<file path="src/rtl/rs_chien_forney_eval.sv">
// -----------------------------------------------------------------------------
// rs_chien_forney_eval
// Sequential Chien search plus Forney error evaluator for Reed-Solomon codes
// over GF(2^4). One Lambda/Omega pair is loaded per codeword; one error value
// is then streamed per codeword position, highest position (first received
// symbol) first, with ready/valid backpressure and a decode-failure verdict
// on the final beat.
//
// Ports:
//   CLK        : clock, all state changes on the rising edge
//   RESET      : synchronous active-high reset
//   START      : load request, accepted only while READY=1
//   LAMBDA     : error locator, Lambda_i at [4i+3:4i], Lambda_0 in the LSBs
//   OMEGA      : error evaluator, Omega_i at [4i+3:4i]
//   READY      : idle, START will be accepted
//   OUT_VALID  : an output beat is present
//   OUT_READY  : downstream accepts the current beat
//   ERR_VALUE  : error magnitude for the current position (0 if no error)
//   ERR_FLAG   : current position is an error location
//   OUT_LAST   : final beat (position 0)
//   NUM_ERRORS : number of roots found, non-zero only on the OUT_LAST beat
//   FAIL       : uncorrectable verdict, only on the OUT_LAST beat
// -----------------------------------------------------------------------------
module rs_chien_forney_eval #(
  parameter int         T         = 2,
  parameter int         N         = 15,
  parameter logic [4:0] PRIM_POLY = 5'h13,
  parameter int         CNT_W     = 4
) (
  input  logic               CLK,
  input  logic               RESET,
  input  logic               START,
  input  logic [4*(T+1)-1:0] LAMBDA,
  input  logic [4*T-1:0]     OMEGA,
  output logic               READY,
  output logic               OUT_VALID,
  input  logic               OUT_READY,
  output logic [3:0]         ERR_VALUE,
  output logic               ERR_FLAG,
  output logic               OUT_LAST,
  output logic [CNT_W-1:0]   NUM_ERRORS,
  output logic               FAIL
);

  typedef enum logic [1:0] {
    IDLE  = 2'd0,
    SCAN  = 2'd1,
    DRAIN = 2'd2
  } state_t;

  // GF(16) multiply, shift-and-add reduced by PRIM_POLY.
  function automatic logic [3:0] gf_mul(input logic [3:0] a, input logic [3:0] b);
    logic [3:0] acc;
    logic [3:0] sh;
    acc = 4'h0;
    sh  = a;
    for (int i = 0; i < 4; i++) begin
      acc = acc ^ (b[i] ? sh : 4'h0);
      sh  = sh[3] ? ({sh[2:0], 1'b0} ^ PRIM_POLY[3:0]) : {sh[2:0], 1'b0};
    end
    return acc;
  endfunction

  // alpha^e with alpha = x; exponent taken mod 15 (multiplicative order).
  function automatic logic [3:0] gf_alpha_pow(input int e);
    logic [3:0] r;
    int         em;
    r  = 4'h1;
    em = e % 15;
    for (int i = 0; i < 14; i++) begin
      r = (i < em) ? gf_mul(r, 4'h2) : r;
    end
    return r;
  endfunction

  // Inverse as a^14 = a^2 * a^4 * a^8; a=0 naturally yields 0.
  function automatic logic [3:0] gf_inv(input logic [3:0] a);
    logic [3:0] a2;
    logic [3:0] a4;
    logic [3:0] a8;
    a2 = gf_mul(a, a);
    a4 = gf_mul(a2, a2);
    a8 = gf_mul(a4, a4);
    return gf_mul(gf_mul(a2, a4), a8);
  endfunction

  state_t           state_r;
  state_t           state_nxt_s;

  logic [3:0]       lam_r      [0:T];
  logic [3:0]       omg_r      [0:T-1];
  logic [3:0]       lam_load_s [0:T];
  logic [3:0]       omg_load_s [0:T-1];
  logic [3:0]       lam_step_s [0:T];
  logic [3:0]       omg_step_s [0:T-1];

  logic [CNT_W-1:0] k_r;
  logic [CNT_W-1:0] cnt_r;
  logic [CNT_W-1:0] deg_r;
  logic             latch_r;
  logic             lam0_zero_r;

  logic             ready_r;
  logic             out_valid_r;
  logic [3:0]       err_value_r;
  logic             err_flag_r;
  logic             out_last_r;
  logic [CNT_W-1:0] num_r;
  logic             fail_r;

  logic [CNT_W-1:0] deg_s;
  logic [3:0]       l_s;
  logic [3:0]       d_s;
  logic [3:0]       w_s;
  logic             flag_s;
  logic             root_fail_s;
  logic [3:0]       val_s;
  logic [CNT_W-1:0] cnt_nxt_s;
  logic             last_s;
  logic             fail_s;
  logic             load_s;
  logic             xfer_s;

  // Coefficient load values (pre-scaled so beat 0 evaluates position N-1)
  // and the per-beat step (Lambda_i and Omega_i advance by alpha^i).
  always_comb begin
    for (int i = 0; i <= T; i++) begin
      lam_load_s[i] = gf_mul(LAMBDA[4*i +: 4], gf_alpha_pow(i * (16 - N)));
      lam_step_s[i] = gf_mul(lam_r[i], gf_alpha_pow(i));
    end
    for (int i = 0; i < T; i++) begin
      omg_load_s[i] = gf_mul(OMEGA[4*i +: 4], gf_alpha_pow(i * (16 - N)));
      omg_step_s[i] = gf_mul(omg_r[i], gf_alpha_pow(i));
    end
  end

  // Degree of the incoming Lambda: highest index with a nonzero coefficient.
  always_comb begin
    deg_s = {CNT_W{1'b0}};
    for (int i = 1; i <= T; i++) begin
      deg_s = (LAMBDA[4*i +: 4] != 4'h0) ? CNT_W'(i) : deg_s;
    end
  end

  // Evaluate Lambda, its odd part (x * Lambda'(x)) and Omega at this beat.
  always_comb begin
    l_s = 4'h0;
    d_s = 4'h0;
    w_s = 4'h0;
    for (int i = 0; i <= T; i++) begin
      l_s = l_s ^ lam_r[i];
      d_s = d_s ^ (((i % 2) == 1) ? lam_r[i] : 4'h0);
    end
    for (int i = 0; i < T; i++) begin
      w_s = w_s ^ omg_r[i];
    end
  end

  // Forney value, root accounting and final verdict for the beat being formed.
  always_comb begin
    flag_s      = (l_s == 4'h0);
    root_fail_s = flag_s && (d_s == 4'h0);
    if (flag_s && !root_fail_s) begin
      val_s = gf_mul(w_s, gf_inv(d_s));
    end else begin
      val_s = 4'h0;
    end
    cnt_nxt_s = cnt_r + {{(CNT_W-1){1'b0}}, flag_s};
    last_s    = (k_r == CNT_W'(N - 1));
    fail_s    = lam0_zero_r | latch_r | root_fail_s | (cnt_nxt_s != deg_r);
    // A new beat may be formed when the output slot is empty or draining now.
    load_s    = (state_r == SCAN) && (!out_valid_r || OUT_READY);
    xfer_s    = out_valid_r && OUT_READY;
  end

  // FSM state register.
  always_ff @(posedge CLK) begin
    if (RESET) begin
      state_r <= IDLE;
    end else begin
      state_r <= state_nxt_s;
    end
  end

  // FSM next-state logic; DRAIN is entered as the last beat is formed.
  always_comb begin
    state_nxt_s = state_r;
    case (state_r)
      IDLE:    state_nxt_s = START ? SCAN : IDLE;
      SCAN:    state_nxt_s = (load_s && last_s) ? DRAIN : SCAN;
      DRAIN:   state_nxt_s = xfer_s ? IDLE : DRAIN;
      default: state_nxt_s = IDLE;
    endcase
  end

  // Datapath: coefficient registers, counters and the registered output beat.
  always_ff @(posedge CLK) begin
    if (RESET) begin
      for (int i = 0; i <= T; i++) lam_r[i] <= 4'h0;
      for (int i = 0; i < T; i++)  omg_r[i] <= 4'h0;
      k_r         <= {CNT_W{1'b0}};
      cnt_r       <= {CNT_W{1'b0}};
      deg_r       <= {CNT_W{1'b0}};
      latch_r     <= 1'b0;
      lam0_zero_r <= 1'b0;
      ready_r     <= 1'b1;
      out_valid_r <= 1'b0;
      err_value_r <= 4'h0;
      err_flag_r  <= 1'b0;
      out_last_r  <= 1'b0;
      num_r       <= {CNT_W{1'b0}};
      fail_r      <= 1'b0;
    end else begin
      case (state_r)
        IDLE: begin
          if (START) begin
            for (int i = 0; i <= T; i++) lam_r[i] <= lam_load_s[i];
            for (int i = 0; i < T; i++)  omg_r[i] <= omg_load_s[i];
            k_r         <= {CNT_W{1'b0}};
            cnt_r       <= {CNT_W{1'b0}};
            latch_r     <= 1'b0;
            deg_r       <= deg_s;
            lam0_zero_r <= (LAMBDA[3:0] == 4'h0);
            ready_r     <= 1'b0;
          end
        end
        SCAN: begin
          if (load_s) begin
            for (int i = 0; i <= T; i++) lam_r[i] <= lam_step_s[i];
            for (int i = 0; i < T; i++)  omg_r[i] <= omg_step_s[i];
            k_r         <= k_r + {{(CNT_W-1){1'b0}}, 1'b1};
            cnt_r       <= cnt_nxt_s;
            latch_r     <= latch_r | root_fail_s;
            out_valid_r <= 1'b1;
            err_value_r <= val_s;
            err_flag_r  <= flag_s;
            out_last_r  <= last_s;
            num_r       <= last_s ? cnt_nxt_s : {CNT_W{1'b0}};
            fail_r      <= last_s ? fail_s : 1'b0;
          end
        end
        DRAIN: begin
          if (xfer_s) begin
            out_valid_r <= 1'b0;
            err_value_r <= 4'h0;
            err_flag_r  <= 1'b0;
            out_last_r  <= 1'b0;
            num_r       <= {CNT_W{1'b0}};
            fail_r      <= 1'b0;
            ready_r     <= 1'b1;
          end
        end
        default: begin
          out_valid_r <= 1'b0;
          ready_r     <= 1'b1;
        end
      endcase
    end
  end

  assign READY      = ready_r;
  assign OUT_VALID  = out_valid_r;
  assign ERR_VALUE  = err_value_r;
  assign ERR_FLAG   = err_flag_r;
  assign OUT_LAST   = out_last_r;
  assign NUM_ERRORS = num_r;
  assign FAIL       = fail_r;

endmodule

</file>
<file path="config.mk">
export PLATFORM = sky130hd
export DESIGN_NAME = rs_chien_forney_eval
export DESIGN_NICKNAME = d
export VERILOG_FILES = /design/src/rtl/rs_chien_forney_eval.sv
export SDC_FILE = /design/constraint.sdc
export NUM_CORES = 1
export LEC_CHECK = 0
export CORE_ASPECT_RATIO = 1.1
export CORE_MARGIN = 3
export CORE_UTILIZATION = 40
export CTS_CLUSTER_SIZE = 8
export DETAILED_ROUTE_END_ITERATION = 12
export GPL_ROUTABILITY_DRIVEN = 0
export HOLD_SLACK_MARGIN = 0.05
export PLACE_DENSITY = 0.66
export SLEW_MARGIN = 5
export SYNTH_ARGS = -nofsm -noshare
export SYNTH_HDL_FRONTEND = slang
export SYNTH_SLANG_ARGS = --single-unit
</file>
<file path="constraint.sdc">
create_clock -name CLK -period 7.4 [get_ports CLK]
set_input_delay 1.48 -clock CLK [delete_from_list [all_inputs] [get_ports CLK]]
set_output_delay 1.48 -clock CLK [all_outputs]
set_load 0.02 [all_outputs]
</file>
Yosys cells after proc, flatten, opt, wreduce, memory -nomap -nowiden. Memories as Yosys holds them, arrays and structs flattened. Index checks and enable logic that the tools add are counted.

Reductions and logical operators: 21. Multiplexer cells: 99. Add/sub/neg operators: 2. Bitwise logic cells: 59. Equality and inequality tests: 7.

Operators with widths (number): 4-bit 2-to-1 mux (42); 4-bit XOR (21); 2-bit 2-to-1 mux (25); 2-bit inverter (22); 4-bit one-hot mux with 2 select lines (4); 1-bit 2-to-1 mux (21); 1-bit bitwise OR (14); 4-bit zero test (3); 3-bit AND reduction (4); 1-bit one-hot mux with 2 select lines (4); 4-bit nonzero test (2); 2-bit != test (second input constant) (3); 1-bit one-hot mux with 3 select lines (2); 2-bit one-hot mux with 3 select lines (1); 1-bit logical AND (5); 4-bit by 1-bit adder with 4-bit output (1); 4-bit by 1-bit adder with 4-bit output (second input constant) (1); 4-bit equality test (second input constant) (1); 4-bit != test (1); 2-bit nonzero test (2); 2-bit by 1-bit equality test with 1-bit output (second input constant) (1); 2-bit equality test (second input constant) (1); 1-bit zero test (2); 2-bit zero test (1); 3 further kinds (4).

Output and inout port bits: 13. Register bits: 29. Logic and storage cells: 203. Input port bits: 24. Memories: 2. Memory bits (writable): 20.

Memories: lam_r (words 3, bits a word 4, rd ports 3, clocked after Yosys merged registers in 0, wr ports 3, line 90) `logic [3:0] lam_r [0:T];`; omg_r (words 2, bits a word 4, rd ports 2, clocked after Yosys merged registers in 0, wr ports 2, line 91) `logic [3:0] omg_r [0:T-1];`.

Longest topological paths before layout. An unclocked memory read counts as a cell.

Depth in word-level cells: 36. Depth in mapped cells: 22.

Least setup slack after synthesis. Ideal clock, no wire load.

Path kind: flip-flop to flip-flop. Start: mem lam_r[1][0] (netlist: lam_r[0][4]). End: reg err_value_r[1] (netlist: ERR_VALUE[1]). Buffers on the path: 2. Cell stages (with the launch flop): 23. Data arrival time: 4.818 ns. Path slack: 2.520 ns. Setup time: 0.062 ns. Data required time: 7.338 ns. Cell sequence: edfxtp_1 buf_6 inv_2 ha_1 xnor2_2 inv_2 ha_1 buf_6 xnor2_1 mux2i_1 or2_2 ha_1 xnor2_1 a21o_1 o211ai_2 nand2_1 mux2i_2 xor3_2 and3_1 a31oi_1 nand3_1 or4_1 nand3_1.

RTL lines: start, declared (line 90); end signal, assigned (line 235) `err_value_r <= val_s;`; end, declared (line 105) `logic [3:0] err_value_r;`.

==> flow_summary.json <==
{
  "numCtsBuffers": 5,
  "rr_endpoint": "ERR_VALUE[1]$_SDFFE_PP0P_",
  "cts_resized": 0,
  "worstPathArrival_ns": 5.74,
  "synth_edf_count": 20,
  "drive_gt1_frac": 0.0849,
  "die_w_um": 96.3,
  "clk_latency_ns": 0.30,
  "synth_warnings": 0,
  "swShare": 0.426,
  "track_usage": 0.164,
  "ioPinCount": 37,
  "path_max_fanout": 15,
  "synth_cells": 397,
  "viasPerCell": 5.41,
  "max_slew_margin": 0.241,
  "power.static_leakage_nw": 1.61,
  "power_mw": 1.33,
  "nets": 464,
  "p_int_mw": 0.765,
  "synth_nets": 438,
  "hold_depth": 2,
  "cts_tree": "done",
  "post-route-drc-count": 0,
  "cts.clk_slew.worst_paths_ns": 0.09,
  "die_h_um": 105,
  "antenna_found_initial": 0,
  "slew_violations": 0,
  "area_growth_pct": 13.9,
  "peakVddDrop_v": 0.000153,
  "ant_nets": 0,
  "ctsLongestPathBuffers": 2,
  "grt_max_degree": 25,
  "worst_pin_slew_ns": 1.13,
  "wl_met3_um": 171,
  "synthFlopType": "dfxtp_1",
  "synthArstFlopShare": 0,
  "multi_input_area_sq_um": 2300,
  "register_area_sq_um": 1140,
  "drtIter0Drc": 65,
  "ff2ff_path_depth": 20,
  "cp-startpoint": "lam_r[0][4]$_DFFE_PP_",
  "synth.distinct_cells": 74,
  "finalInstanceArea_sq_um": 4090,
  "grt_pass1_vias": 2839,
  "r2r_slack_ns": 1.90,
  "initial_core_util": 0.421,
  "synthTopCellsByCount": "nor2_1 (44), nand2_1 (30), dfxtp_1 (27), xnor2_1 (23), xor2_1 (22)",
  "dieArea_sq_um": 10200,
  "hp-class": "reg -> reg",
  "p_switching_mw": 0.569,
  "min_period_ns": 5.50,
  "seq_power_share": 0.234,
  "wl_met2_um": 4050,
  "antenna_cells": 0,
  "ys_ff_latch": 47,
  "synth_area_sq_um": 3590,
  "avgSynthCellArea_sq_um": 9.05,
  "dpl_worst_slack_ns": 1.91,
  "place_hpwl_um": 6210,
  "crit_required_ns": 7.64,
  "drt_wl_total_um": 7950,
  "cap_violations": 0,
  "holdPathEnd": "ERR_VALUE[0]$_SDFFE_PP0P_",
  "setup_violations": 0,
  "worst_slack_ns": 1.90,
  "synth_top_area_cell": "edfxtp_1",
  "synth.most_common_cell": "nor2_1",
  "wl_met1_um": 3610,
  "core_region_area_sq_um": 8540,
  "rows": 35,
  "r2r_start": "lam_r[0][4]$_DFFE_PP_",
  "critPathLaunchType": "flop",
  "cts_sinks": 47,
  "wl_per_cell_um": 14.9,
  "grt_pass1_wl_um": 13600,
  "power_frac_comb": 0.652,
  "powerDensity_nw_per_um2": 326,
  "post-route-period-util": 0.743,
  "clock_skew_ns": 0.0134,
  "port_buffers": 36,
  "seq_area_frac_synth": 0.318,
  "fillers": 835,
  "postCtsSetupBuffers": 0,
  "clock_power_share": 0.114,
  "place_area_sq_um": 4010,
  "cts_max_level": 2,
  "rsz0062_at_grt": "no",
  "cts_hold_buf": 0,
  "grt-ovfl-total": 0,
  "yosysTopAreaCellShare": 0.167,
  "finalHoldViolCount": 0,
  "highest_layer": "met4",
  "drt_pass1_iterations": 4,
  "path_class": "reg -> reg",
  "synthTopCellsByArea": "edfxtp_1 (17%), dfxtp_1 (15%), ha_1 (5.9%)",
  "hold_start": "ERR_VALUE[0]$_SDFFE_PP0P_",
  "vias": 2894,
  "clock.fmax_ghz": 0.182,
  "cp-end-kind": "flop",
  "outcome": "finished clean",
  "root_buffer": "clkbuf_8",
  "fin_setup_tns_ns": 0
}
-- power by group through the flow --
stage | clock network (mW) | registers, mW | logic, mW
floorplan | 0 | 0.311 | 0.720
global placement | 0 | 0.317 | 0.848
detailed placement | 0 | 0.318 | 0.863
CTS | 0.157 | 0.312 | 0.868
global route | 0.171 | 0.316 | 0.951
finish | 0.152 | 0.312 | 0.870
-- logic make-up after synthesis --
family / count (synthesis) / share of synthesized area
simple gates: 143 / 0.206
compound gates: 98 / 0.199
xor+xnor: 54 / 0.162
flops: 47 / 0.318
buf+inv: 34 / 0.0425
fa+ha+maj: 17 / 0.0592
mux: 4 / 0.0132
-- flip-flops by register name, indices dropped and copies added, names as in the netlist, 2 cells and up --
register,flops
lam_r,12
deg_r,2
state_r,2
cnt_r,4
NUM_ERRORS,4
ERR_VALUE,4
omg_r,8
k_r,4
-- metal layers --
metal | vias to the layer above | GRT usage
li1 | 1496 | -
met1 | 1346 | 0.212
met2 | 43 | 0.288
met3 | 9 | 0.0200
met4 | 0 | 0.0341
met5 | - | 0
-- worst max path at each step --
stage / endpoint / slack, ns / cells past startpoint
after detailed placement: ERR_VALUE[1]$_SDFFE_PP0P_ / 1.91 / 20
after floorplan: ERR_VALUE[1]$_SDFFE_PP0P_ / 2.52 / 22
final: ERR_VALUE[1]$_SDFFE_PP0P_ / 1.90 / 20
after CTS: ERR_VALUE[1]$_SDFFE_PP0P_ / 1.89 / 20
after global placement: ERR_VALUE[1]$_SDFFE_PP0P_ / 2.22 / 19
after global routing: ERR_VALUE[1]$_SDFFE_PP0P_ / 1.49 / 20
-- metrics by stage --
| stage | utilization | hold WS, ns | cells |
|---|---|---|---|
| 4_1_cts | 0.479 | 0.460 | 535 |
| 3_5_place_dp | 0.469 | 0.446 | 527 |
| 3_3_place_gp | 0.469 | 0.438 | 527 |
| 5_1_grt | 0.479 | 0.489 | 535 |
| 2_1_floorplan | - | 0.427 | 397 |
| 6_report | 0.479 | 0.455 | 535 |
-- layout by cell type, fill, tap and decap left out, drive strengths merged, types with 3 or more instances in the layout --
cell type / netlist / final
nor2: 44 / 44
clkdlybuf4s50: 0 / 36
nand2: 30 / 30
xnor2: 28 / 28
dfxtp: 27 / 27
xor2: 22 / 22
a21oi: 21 / 21
edfxtp: 20 / 20
ha: 17 / 17
inv: 16 / 16
o21ai: 13 / 13
a22o: 12 / 12
and2: 11 / 11
nand3: 11 / 11
a22oi: 8 / 8
nand4: 7 / 7
or4: 7 / 7
or2: 6 / 6
o31ai: 6 / 6
clkbuf: 9 / 6
nand2b: 5 / 5
a211oi: 5 / 5
a21o: 4 / 4
o2111ai: 4 / 4
o211ai: 4 / 4
mux2i: 4 / 4
nor4: 3 / 3
or3: 3 / 3
nor3: 3 / 3
o211a: 3 / 3
xnor3: 3 / 3
-- area by class of cell --
class / count / area share
multi-input cells: 316 / 0.561
flip-flops and latches: 47 / 0.279
repair buffers: 37 / 0.0899
well taps: 111 / 0.0339
clock buffers: 6 / 0.0177
inverters: 16 / 0.0147
clock inverters: 2 / 0.00336
-- critical path: stages (launching register included) --
cell	delay (ns)
edfxtp_1	0.74
inv_2	0.10
ha_1	0.25
xnor2_2	0.32
inv_2	0.12
ha_1	0.41
xnor2_1	0.31
mux2i_1	0.17
or2_2	0.33
ha_1	0.22
xnor2_1	0.19
o2111ai_1	0.21
o211ai_2	0.21
nand2_1	0.11
mux2i_2	0.23
xor3_2	0.43
and3_1	0.18
a31oi_1	0.18
nand3_1	0.14
or4_1	0.51
nand3_1	0.09
Note: power is estimated with default switching activity, not from simulation.
